`src/rtl/ps2_host_tx.sv`:
```
// ----------------------------------------------------------------------------
// ps2_host_tx
// Host-to-device PS/2 transmitter. Sends one command byte (e.g. 0xFF reset,
// 0xED set-LEDs) to the keyboard over the open-drain clock/data pins shared
// with the scancode receiver.
//
// Frame sequence:
//   - Inhibit: hold the clock low.
//   - Request-to-send: release the clock with data held low (start bit).
//   - On each device clock fall, drive the next bit: 8 data bits LSB first,
//     odd parity, then release data for the stop bit.
//   - Sample the device ACK on fall 11.
//   - Wait for the bus to return to idle.
//
// Ports:
//   clk_i         system clock
//   res_n_i       asynchronous active-low reset
//   tx_data_i     byte to send
//   tx_valid_i    request; accepted when tx_valid_i & tx_ready_o
//   tx_ready_o    high only while idle
//   busy_o        high while a frame is in progress
//   done_o        1-cycle pulse: frame acknowledged, bus back to idle
//   error_o       1-cycle pulse: missing ACK or timeout
//   ps2_clk_i     pad level of PS/2 clock
//   ps2_clk_oe_o  1 = pull PS/2 clock low
//   ps2_dat_i     pad level of PS/2 data
//   ps2_dat_oe_o  1 = pull PS/2 data low
// ----------------------------------------------------------------------------
module ps2_host_tx #(
  parameter int INHIBIT_CYC = 4000,
  parameter int FILT_CYC    = 8,
  parameter int TIMEOUT_CYC = 600000
) (
  input  logic       clk_i,
  input  logic       res_n_i,
  input  logic [7:0] tx_data_i,
  input  logic       tx_valid_i,
  output logic       tx_ready_o,
  output logic       busy_o,
  output logic       done_o,
  output logic       error_o,
  input  logic       ps2_clk_i,
  output logic       ps2_clk_oe_o,
  input  logic       ps2_dat_i,
  output logic       ps2_dat_oe_o
);

  localparam int INH_W = (INHIBIT_CYC > 1) ? $clog2(INHIBIT_CYC) : 1;
  localparam int FLT_W = (FILT_CYC > 1) ? $clog2(FILT_CYC) : 1;
  localparam int TO_W  = $clog2(TIMEOUT_CYC + 1);

  localparam logic [INH_W-1:0] INH_LOAD = INH_W'(INHIBIT_CYC - 1);
  localparam logic [FLT_W-1:0] FLT_LAST = FLT_W'(FILT_CYC - 1);
  localparam logic [TO_W-1:0]  TO_LIMIT = TO_W'(TIMEOUT_CYC);

  typedef enum logic [2:0] {
    S_IDLE, S_INHIBIT, S_RTS, S_DATA, S_PARITY, S_STOP, S_ACK, S_WAIT_IDLE
  } state_t;

  logic [1:0]       clk_sync, dat_sync;
  logic             clk_s, dat_s;
  logic             filt_clk, filt_prev;
  logic [FLT_W-1:0] filt_cnt;
  logic             fall;

  state_t           state_q, state_d;
  logic [INH_W-1:0] inh_q, inh_d;
  logic [TO_W-1:0]  to_q;
  logic [2:0]       idx_q, idx_d;
  logic [7:0]       byte_q;
  logic             par_q;
  logic             dat_q, dat_d;
  logic             in_frame, timeout_hit, accept;

  // Input conditioning. The idle bus level is high, so the synchronisers and
  // the filter reset to 1 to avoid a spurious fall after reset.
  // NOTE: every register here resets asynchronously so a reset mid-frame
  // releases the open-drain lines immediately, without waiting for a clock.
  always_ff @(posedge clk_i or negedge res_n_i) begin
    if (!res_n_i) begin
      clk_sync  <= 2'b11;
      dat_sync  <= 2'b11;
      filt_clk  <= 1'b1;
      filt_prev <= 1'b1;
      filt_cnt  <= '0;
    end else begin
      clk_sync  <= {clk_sync[0], ps2_clk_i};
      dat_sync  <= {dat_sync[0], ps2_dat_i};
      filt_prev <= filt_clk;
      // A new level is adopted only after it has differed from the filtered
      // level for FILT_CYC consecutive cycles; shorter glitches are dropped.
      if (clk_s == filt_clk) begin
        filt_cnt <= '0;
      end else if (filt_cnt == FLT_LAST) begin
        filt_clk <= clk_s;
        filt_cnt <= '0;
      end else begin
        filt_cnt <= filt_cnt + 1'b1;
      end
    end
  end

  assign clk_s = clk_sync[1];
  assign dat_s = dat_sync[1];

  assign ps2_clk_oe_o = (state_q == S_INHIBIT);
  // Falls produced by our own inhibit are not device clocks.
  assign fall         = filt_prev & ~filt_clk & ~ps2_clk_oe_o;
  assign in_frame     = (state_q != S_IDLE) && (state_q != S_INHIBIT);
  assign timeout_hit  = in_frame && (to_q == TO_LIMIT);
  assign accept       = (state_q == S_IDLE) && tx_valid_i;
  assign tx_ready_o   = (state_q == S_IDLE);
  assign busy_o       = (state_q != S_IDLE);

  always_comb begin
    // NOTE: every output of this block gets a default first, so no path can
    // leave a signal unassigned and infer a latch.
    state_d      = state_q;
    inh_d        = inh_q;
    idx_d        = idx_q;
    dat_d        = dat_q;
    done_o       = 1'b0;
    error_o      = 1'b0;
    ps2_dat_oe_o = dat_q;

    unique case (state_q)
      S_IDLE: begin
        if (tx_valid_i) begin
          state_d = S_INHIBIT;
          inh_d   = INH_LOAD;
        end
      end
      S_INHIBIT: begin
        // Data goes low on the last inhibit cycle so the start bit is
        // already present when the clock is released.
        ps2_dat_oe_o = (inh_q == '0);
        if (inh_q == '0) begin
          state_d = S_RTS;
          dat_d   = 1'b1;
          idx_d   = 3'd0;
        end else begin
          inh_d = inh_q - 1'b1;
        end
      end
      S_RTS: begin
        if (fall) begin
          dat_d   = ~byte_q[0];
          idx_d   = 3'd1;
          state_d = S_DATA;
        end
      end
      S_DATA: begin
        if (fall) begin
          dat_d = ~byte_q[idx_q];
          if (idx_q == 3'd7) state_d = S_PARITY;
          else               idx_d   = idx_q + 3'd1;
        end
      end
      S_PARITY: begin
        if (fall) begin
          dat_d   = ~par_q;
          state_d = S_STOP;
        end
      end
      S_STOP: begin
        if (fall) begin
          dat_d   = 1'b0;
          state_d = S_ACK;
        end
      end
      S_ACK: begin
        if (fall) begin
          if (dat_s) begin
            error_o = 1'b1;
            state_d = S_IDLE;
          end else begin
            state_d = S_WAIT_IDLE;
          end
        end
      end
      S_WAIT_IDLE: begin
        if (filt_clk && dat_s) begin
          done_o  = 1'b1;
          state_d = S_IDLE;
        end
      end
      default: state_d = S_IDLE;
    endcase

    // A timeout wins over anything else this cycle, including a fall. The
    // lines are released in the same cycle as the error pulse.
    if (timeout_hit) begin
      state_d      = S_IDLE;
      done_o       = 1'b0;
      error_o      = 1'b1;
      ps2_dat_oe_o = 1'b0;
    end
    if (state_d == S_IDLE) dat_d = 1'b0;
  end

  always_ff @(posedge clk_i or negedge res_n_i) begin
    if (!res_n_i) begin
      state_q <= S_IDLE;
      inh_q   <= '0;
      idx_q   <= '0;
      dat_q   <= 1'b0;
      to_q    <= '0;
      byte_q  <= '0;
      par_q   <= 1'b0;
    end else begin
      state_q <= state_d;
      inh_q   <= inh_d;
      idx_q   <= idx_d;
      dat_q   <= dat_d;
      if (accept) begin
        byte_q <= tx_data_i;
        par_q  <= ~^tx_data_i;
      end
      // The timeout counter is zero when the clock is released, then
      // saturates at its limit.
      if (!in_frame)            to_q <= '0;
      else if (to_q != TO_LIMIT) to_q <= to_q + 1'b1;
    end
  end

endmodule

```
`config.mk`:
```
export PLATFORM = sky130hd
export DESIGN_NAME = ps2_host_tx
export DESIGN_NICKNAME = d
export VERILOG_FILES = /design/src/rtl/ps2_host_tx.sv
export SDC_FILE = /design/constraint.sdc
export NUM_CORES = 1
export LEC_CHECK = 0
export ABC_CLOCK_PERIOD_IN_PS = 5350
export BUFFER_PORTS_ARGS = -buffer_cell sky130_fd_sc_hd__buf_2
export CAP_MARGIN = 30
export CORE_UTILIZATION = 51
export CTS_CLUSTER_DIAMETER = 200
export DETAILED_ROUTE_END_ITERATION = 6
export GPL_ROUTABILITY_DRIVEN = 0
export PLACE_DENSITY = 0.68
export SYNTH_ARGS = -nofsm -noshare
export SYNTH_HDL_FRONTEND = slang
export SYNTH_SLANG_ARGS = --single-unit
```
`constraint.sdc`:
```
create_clock -name clk_i -period 5.35 [get_ports clk_i]
set_clock_uncertainty 0.2 [all_clocks]
set_input_delay 0.2675 -clock clk_i [delete_from_list [all_inputs] [get_ports clk_i]]
set_output_delay 0.2675 -clock clk_i [all_outputs]
set_load 0.1 [all_outputs]
```
---- After elaboration in Yosys (flattened, before gate mapping) ----
Index checks and enable logic that the tools add are counted.
storage, ports and cells
  bits in registers ....................... 57
  input bits .............................. 13
  output and inout port bits .............. 6
operators by class
  add/subtract/negate cells ............... 4
  order comparisons ....................... 1
  equality and inequality tests ........... 25
  muxes and demuxes ....................... 42
  bitwise logic cells ..................... 8
  reduce and logical (&&, ||, !) cells .... 16
operators with widths
  cell                     number
  $mux W3                  17
  $mux W20                 2
  $mux W12                 2
  $pmux W12 S2             1
  $pmux W3 S8              1
  $add A20 B1 Y20 const B  1
  $eq A20 B20 Y1 const B   1
  $ne A20 B20 Y1 const B   1
  $eq A3 B3 Y1 const B     6
  $mux W1                  16
  $logic_not A12 Y1        1
  $ne A3 B3 Y1 const B     4
  $sub A12 B1 Y12 const B  1
  $ne A2 B2 Y1 const B     5
  $pmux W3 S3              1
  $reduce_xnor A8 Y1       1
  $add A3 B1 Y3 const B    2
  $eq A3 B2 Y1 const B     2
  $logic_not A3 Y1         2
  $ne A3 B1 Y1 const B     2
  $not A1 Y1               6
  $reduce_and A6 Y1        1
  $reduce_bool A3 Y1       2
  $reduce_bool A6 Y1       1
  other kinds (12)         17

---- Logic depth before layout (Yosys ltp) ----
Gate-level depths: netlist (run 1).
  word-level depth ........................ 9
  gate-level depth with buffers ........... 9

---- Worst setup path before layout (run 1) ----
OpenSTA, ideal clock, no wires.
  path kind ............................... flip-flop to output port
  from .................................... reg to_q[0]
  to ...................................... out done_o
  arrival time ............................ 4.067 ns
  path slack .............................. 0.816 ns
  cell stages (with the launch flop) ...... 7
  buffers on the path ..................... 0
  cell sequence ........................... dfrtp_1 inv_1 ha_1 nor4bb_1 nand2_1 nor3_2 nor4b_1
between the ends
  longest elaborated chain between the ends .. 3
RTL lines
  element                   line  RTL
  start: declaration        68    logic [TO_W-1:0] to_q;
  start signal: assignment  222   else if (to_q != TO_LIMIT) to_q <= to_q + 1'b1;
  $eq A20 B20 Y1            110   assign timeout_hit = in_frame && (to_q == TO_LIMIT);
  $logic_and A1 B1 Y1       110
  $mux W1                   192   if (timeout_hit) begin
  end: declaration          40    output logic done_o,
No other way between the ends.

---- Final worst setup path (run 1) ----
  from .................................... reg to_q[0]
  to ...................................... out error_o
between the ends
  longest elaborated chain between the ends .. 3
RTL lines
  element              line  RTL
  $eq A20 B20 Y1       110
  $logic_and A1 B1 Y1  110
  $mux W1              192
  end: declaration     41    output logic error_o,
No other way between the ends.

==> results.sh, run 1 <==
export IMPL_status="finished clean"
export IMPL_routed_wl_um=5720
export IMPL_met1_usage=0.266
export IMPL_max_freq_mhz=326
export IMPL_post_route_period_util=0.574
export IMPL_die_height_um=79.9
export IMPL_grtUsageTotal=0.208
export IMPL_grt_max_degree=58
export IMPL_syn_area_um2=3100
export IMPL_synth_avg_cell_area_um2=10.2
export IMPL_area_growth_pct=14.8
export IMPL_vias_per_cell=5.37
export IMPL_fin_util=0.604
export IMPL_slew_violations=0
export IMPL_yosysUniqueCellTypes=57
export IMPL_cts_tree="done"
export IMPL_cts_buffers=9
export IMPL_post_cts_buffers=0
export IMPL_grt_pass1_wl_um=10100
export IMPL_cap_violations=0
export IMPL_die_w_um=79.9
export IMPL_async_flop_share=1.00
export IMPL_final_layout_size_suffix_gt1_frac=0.190
export IMPL_start_kind="register"
export IMPL_final_common_cell="dfrtp_1"
export IMPL_grt_use_met3=0.0663
export IMPL_core_rowCount=28
export IMPL_hold_class="in -> reg"
export IMPL_tns_ps=0
export IMPL_power_share_clock=0.315
export IMPL_ys_dominant_reg_cell="dfrtp_1"
export IMPL_vias=2206
export IMPL_switching_share=0.333
export IMPL_cts_resized_gates=0
export IMPL_crit_path_end_kind="output port"
export IMPL_routedWlPerCell_um=13.9
export IMPL_htree_levels=3
export IMPL_power_report_internal_total_mw=0.912
export IMPL_synth_edf_count=0
export IMPL_coreArea_um2=5890
export IMPL_grt_pass1_vias=2226
export IMPL_final_cell_mix="51 x dfrtp_1, 37 x nand2_1, 28 x nor2_1, 19 x xor2_1, 18 x buf_2"
export IMPL_ctsHoldBuffers=11
export IMPL_dp_hpwl_um=3790
export IMPL_initial_utilization=0.526
export IMPL_synth_nets=324
export IMPL_setup_viol=0
export IMPL_critPathArrivalTime_ps=2600
export IMPL_finalCriticalPeriod_ps=3070
export IMPL_synth_seq_cells=57
export IMPL_p_leak_nw=1.67
export IMPL_ios=19
export IMPL_synth_cells=303
export IMPL_nFillCells=486
export IMPL_yosysSeqAreaShare=0.463
export IMPL_hold_violations=0
export IMPL_clkSinkCount=57
export IMPL_grt_ovfl_total=0
export IMPL_grtUsageMet2=0.330
export IMPL_diodes=0
export IMPL_root_buffer="clkbuf_8"
export IMPL_power_switching_mw=0.456
export IMPL_clk_latency_ps=340
export IMPL_drc_errors=0
export IMPL_worstPathMaxFanout=9
export IMPL_clk_pin_slew_worst_paths_ps=70
export IMPL_antenna_found_initial=0
export IMPL_drt_pass1_iterations=4
export IMPL_power_frac_comb=0.267
export IMPL_yosysWarningCount=0
export IMPL_ctsLongestPathBuffers=2
export IMPL_dieArea_um2=6390
export IMPL_tightest_slew_ps=711
export IMPL_seq_power_share=0.419
export IMPL_busiest_layer="met2"
export IMPL_required_ps=4880
export IMPL_crit_type="reg -> out"
export IMPL_drt_iter0_markers=128
export IMPL_postRouteAntennaNets=0
export IMPL_portBuffers=18
export IMPL_relSlewSlack=0.526
export IMPL_rsz0062_at_grt="no"
export IMPL_power_total_mw=1.37
export IMPL_irDropWorstVdd_v=0.000244
export IMPL_power_density_nw_per_um2=385
export IMPL_final_nets=353
critical path, cell delays in order (launching register included):
cell      delay, ps
dfrtp_1         420
inv_1           120
ha_1            150
nor4bb_1        230
nand2_1         100
nor3_2          500
o21ai_0         210
nand2_1         110
buf_2           420
worst paths after layout:
| kind | from | to | slack (ps) | cells past startpoint |
|---|---|---|---|---|
| setup / recovery | to_q[0]$_DFFE_PN0P_ | error_o | 2280 | 8 |
| hold / removal | tx_valid_i | dat_q$_DFFE_PN0P_ | 100 | 3 |
| setup reg to reg | state_q[0]$_DFF_PN0_ | inh_q[1]$_DFFE_PN0P_ | 2780 | 5 |
| hold reg to reg | clk_sync[0]$_DFF_PN1_ | clk_sync[1]$_DFF_PN1_ | 150 | 0 |
| max in group asynchronous | res_n_i | idx_q[1]$_DFFE_PN0P_ | 4080 | 3 |
| min in group asynchronous | res_n_i | filt_cnt[1]$_DFF_PN0_ | 400 | 3 |
power groups by stage:
| stage | Combinational, mW | Clock, mW | Sequential [mW] |
|---|---|---|---|
| after global routing | 0.410 | 0.462 | 0.584 |
| after CTS | 0.368 | 0.439 | 0.573 |
| final | 0.364 | 0.430 | 0.573 |
| after floorplan | 0.306 | 0 | 0.547 |
| after detailed placement | 0.355 | 0 | 0.579 |
| after global placement | 0.345 | 0 | 0.577 |
sequential cells by signal, summed over array words and instances, names as in the netlist:
signal	cells
to_q	20
inh_q	12
byte_q	8
filt_cnt	3
idx_q	3
state_q	3
clk_sync	2
dat_sync	2
dat_q	1
filt_clk	1
filt_prev	1
par_q	1
per-layer routing:
metal	vias to the layer above	wire (um)
li1	1119	-
met5	-	0
met3	10	187
met4	0	96
met2	24	2620
met1	1053	2820
cells in the mapped netlist (4+ instances only):
cell       n  share of area
xnor2_1   13          0.037
a21oi_1   10          0.016
nor2_1    28          0.034
inv_1      5         0.0061
buf_2      4         0.0065
and2_1     7          0.014
dfrtp_1   51           0.41
and3_1     8          0.016
nand2_1   37          0.045
nand4_1    4         0.0081
nand3_1   15          0.024
clkbuf_1   7         0.0085
nor3_1     5         0.0081
dfstp_2    6          0.051
mux2_4     7          0.034
ha_1       8          0.032
o21ai_1    4         0.0065
o21ai_0   13          0.021
xor2_1    19          0.054
cells by family (layout without fill, tap and decap cells):
logic type	Yosys count	count (layout)	synth area share
mux	15	15	0.0691
compound gates	43	43	0.0925
xor+xnor	32	32	0.0905
simple gates	131	131	0.228
flops	57	57	0.463
buf+inv	17	50	0.0246
fa+ha+maj	8	8	0.0323
stage by stage:
stage	cells	hold WS, ps	instance area (um2)	setup WS [ps]
final	411	101	3550	2280
after global placement	385	147	3230	2720
after CTS	411	92.7	3550	2260
after floorplan	303	-228	3100	816
after detailed placement	385	149	3230	2630
after global routing	411	121	3550	2080
cell type report:
type,instances,area (um2),share of cell area
Clock buffer,13,179,0.0503
Clock inverter,2,35.0,0.00986
Inverter,5,18.8,0.00528
Multi-Input combinational cell,229,1590,0.446
Sequential cell,57,1430,0.403
Tap cell,75,93.8,0.0264
Timing Repair Buffer,30,208,0.0584
(Power assumes the default switching activity.)
==> run 2, diff against run 1 <==
Settings changed: ABC_CLOCK_PERIOD_IN_PS 5350 to 2600, PLACE_DENSITY 0.68 to 0.7.
Clock period 5.35 ns to 2.6 ns, I/O delays scaled along.
==> run 2 against run 1 <==
Effect of this change: die area stayed put; highest routed layer unchanged; clock power increased by 120%; sequential share of layout area shrank 1.5 points; critical endpoint unchanged; hold slack better by 55 ps; via count rose by 3.4%; final area is 4.0% higher.
==> results.sh, run 2 (synthesis gave the netlist of run 1 again) <==
export IMPL_status="finished clean"
export IMPL_final_cell_mix="51 x dfrtp_1, 37 x nand2_1, 27 x nor2_1, 19 x xor2_1"
export IMPL_worstPathMaxFanout=8
export IMPL_setup_slack_ps=97.9
export IMPL_max_freq_mhz=400
export IMPL_ctsLongestPathBuffers=2
export IMPL_dieArea_um2=6390
export IMPL_finalCriticalPeriod_ps=2500
export IMPL_core_rowCount=28
export IMPL_slew_violations=0
export IMPL_final_layout_size_suffix_gt1_frac=0.211
export IMPL_critPathArrivalTime_ps=2170
export IMPL_vias=2281
export IMPL_dpl_cell_area_um2=3330
export IMPL_clk_pin_slew_worst_paths_ps=60
export IMPL_final_cells=421
export IMPL_ios=19
export IMPL_start_kind="register"
export IMPL_tns_ps=0
export IMPL_grtUsageMet2=0.321
export IMPL_post_route_period_util=0.962
export IMPL_hold_class="reg -> reg"
export IMPL_rsz0062_at_grt="yes"
export IMPL_relSlewSlack=0.528
export IMPL_area_growth_pct=19.4
export IMPL_design_area_um2=3700
export IMPL_worstHoldPathCells=0
export IMPL_diodes=0
export IMPL_crit_chain="nor4b_2 -> nand4b_1 -> nor3_4 -> buf_6 -> o21ai_0 -> nand2_1 -> buf_12"
export IMPL_routedWlPerCell_um=14.4
export IMPL_drt_iter0_markers=70
export IMPL_drt_pass1_iterations=5
export IMPL_place_ws_ps=235
export IMPL_grt_use_met3=0.0571
export IMPL_largestRegisters="to_q x20, inh_q x12, byte_q x8"
export IMPL_largest_register="to_q"
export IMPL_whs_ps=155
export IMPL_final_common_cell="dfrtp_1"
export IMPL_power_density_nw_per_um2=784
export IMPL_cap_violations=0
export IMPL_cpPeakStageDelay_ps=440
export IMPL_dp_hpwl_um=4060
export IMPL_met1_usage=0.277
export IMPL_grt_ovfl_total=0
export IMPL_r2r_cells=6
export IMPL_setup_viol=0
export IMPL_cts_buffers=9
export IMPL_root_buffer="clkbuf_8"
export IMPL_grt_max_degree=58
export IMPL_clkSinkCount=57
export IMPL_final_nets=362
export IMPL_crit_slowest_cell="dfrtp_1"
export IMPL_busiest_layer="met2"
export IMPL_die_w_um=79.9
export IMPL_hold_violations=0
export IMPL_vias_per_cell=5.42
export IMPL_clk_latency_ps=330
export IMPL_crit_type="reg -> out"
export IMPL_largest_register_ffs=20
export IMPL_die_height_um=79.9
export IMPL_grt_pass1_wl_um=10000
export IMPL_place_inst=393
export IMPL_postRouteAntennaNets=0
export IMPL_irDropWorstVdd_v=0.000415
export IMPL_drc_errors=0
export IMPL_cts_tree="done"
export IMPL_p_leak_nw=1.73
export IMPL_required_ps=2270
export IMPL_tightest_slew_ps=708
export IMPL_htree_levels=3
export IMPL_grtUsageTotal=0.210
export IMPL_coreArea_um2=5890
export IMPL_initial_utilization=0.526
export IMPL_routed_wl_um=6060
export IMPL_grt_pass1_vias=2204
export IMPL_antenna_found_initial=0
export IMPL_portBuffers=18
export IMPL_crit_path_end_kind="output port"
[run 2: changes by cell type in the layout (fill, tap and decap cells not counted), sizes merged]
cell / change
clkinv: -1
bufinv: +1
clkbuf: +2
dlygate4sd3: +1
buf: +7
[run 2: area by class of cell]
type                            instances  area [um2]
Clock buffer                           14         163
Tap cell                               75        93.8
Sequential cell                        57        1430
Inverter                                5        18.8
Clock inverter                          2        60.1
Fill cell                             479        2190
Timing Repair Buffer                   39         305
Multi-Input combinational cell        229        1620
[run 2: what timing repair did]
item | 4_1_cts | 5_1_grt
endpoints found under the setup margin | 0 | 3
gates resized for setup | 0 | 7
endpoints found under the hold margin | 62 | 0
hold buffers | 12 | 0
buffers inserted | 0 | 0
[run 2: through the flow]
step,power [mW],utilization
3_3_place_gp,1.92,0.565
6_report,2.90,0.628
5_1_grt,3.06,0.628
2_1_floorplan,1.76,-
3_5_place_dp,1.94,0.565
4_1_cts,2.91,0.624
[run 2: layer usage]
| layer | routed length (um) | share of wire |
|---|---|---|
| met2 | 2850 | 0.47 |
| met3 | 228 | 0.038 |
| met1 | 2920 | 0.48 |
| met5 | 0 | 0 |
| met4 | 63 | 0.010 |
[run 2: path summary, 6_finish.rpt]
path	startpoint	slack [ps]	end
worst max-delay path	to_q[15]$_DFFE_PN0P_	100	error_o
worst min-delay path	dat_sync[0]$_DFF_PN1_	160	dat_sync[1]$_DFF_PN1_
worst max register to register	filt_prev$_DFF_PN1_	230	inh_q[1]$_DFFE_PN0P_
worst min register to register	dat_sync[0]$_DFF_PN1_	160	dat_sync[1]$_DFF_PN1_
max in group asynchronous	res_n_i	1460	inh_q[3]$_DFFE_PN0P_
min in group asynchronous	res_n_i	260	inh_q[4]$_DFFE_PN0P_
[run 2: power by group]
part / total, mW / internal, mW / switching, mW / leakage (nW)
combinational: 0.807 / 0.341 / 0.467 / 0.879
sequential: 1.15 / 1.02 / 0.137 / 0.744
clock: 0.937 / 0.594 / 0.343 / 0.111
total: 2.90 / 1.95 / 0.947 / 1.73
[run 2: worst max-delay path, delay by kind of cell (launching register included)]
family          cells  cell delay [ps]
compound gates      1              100
buf+inv             2              360
simple gates        4              950
flops               1              440
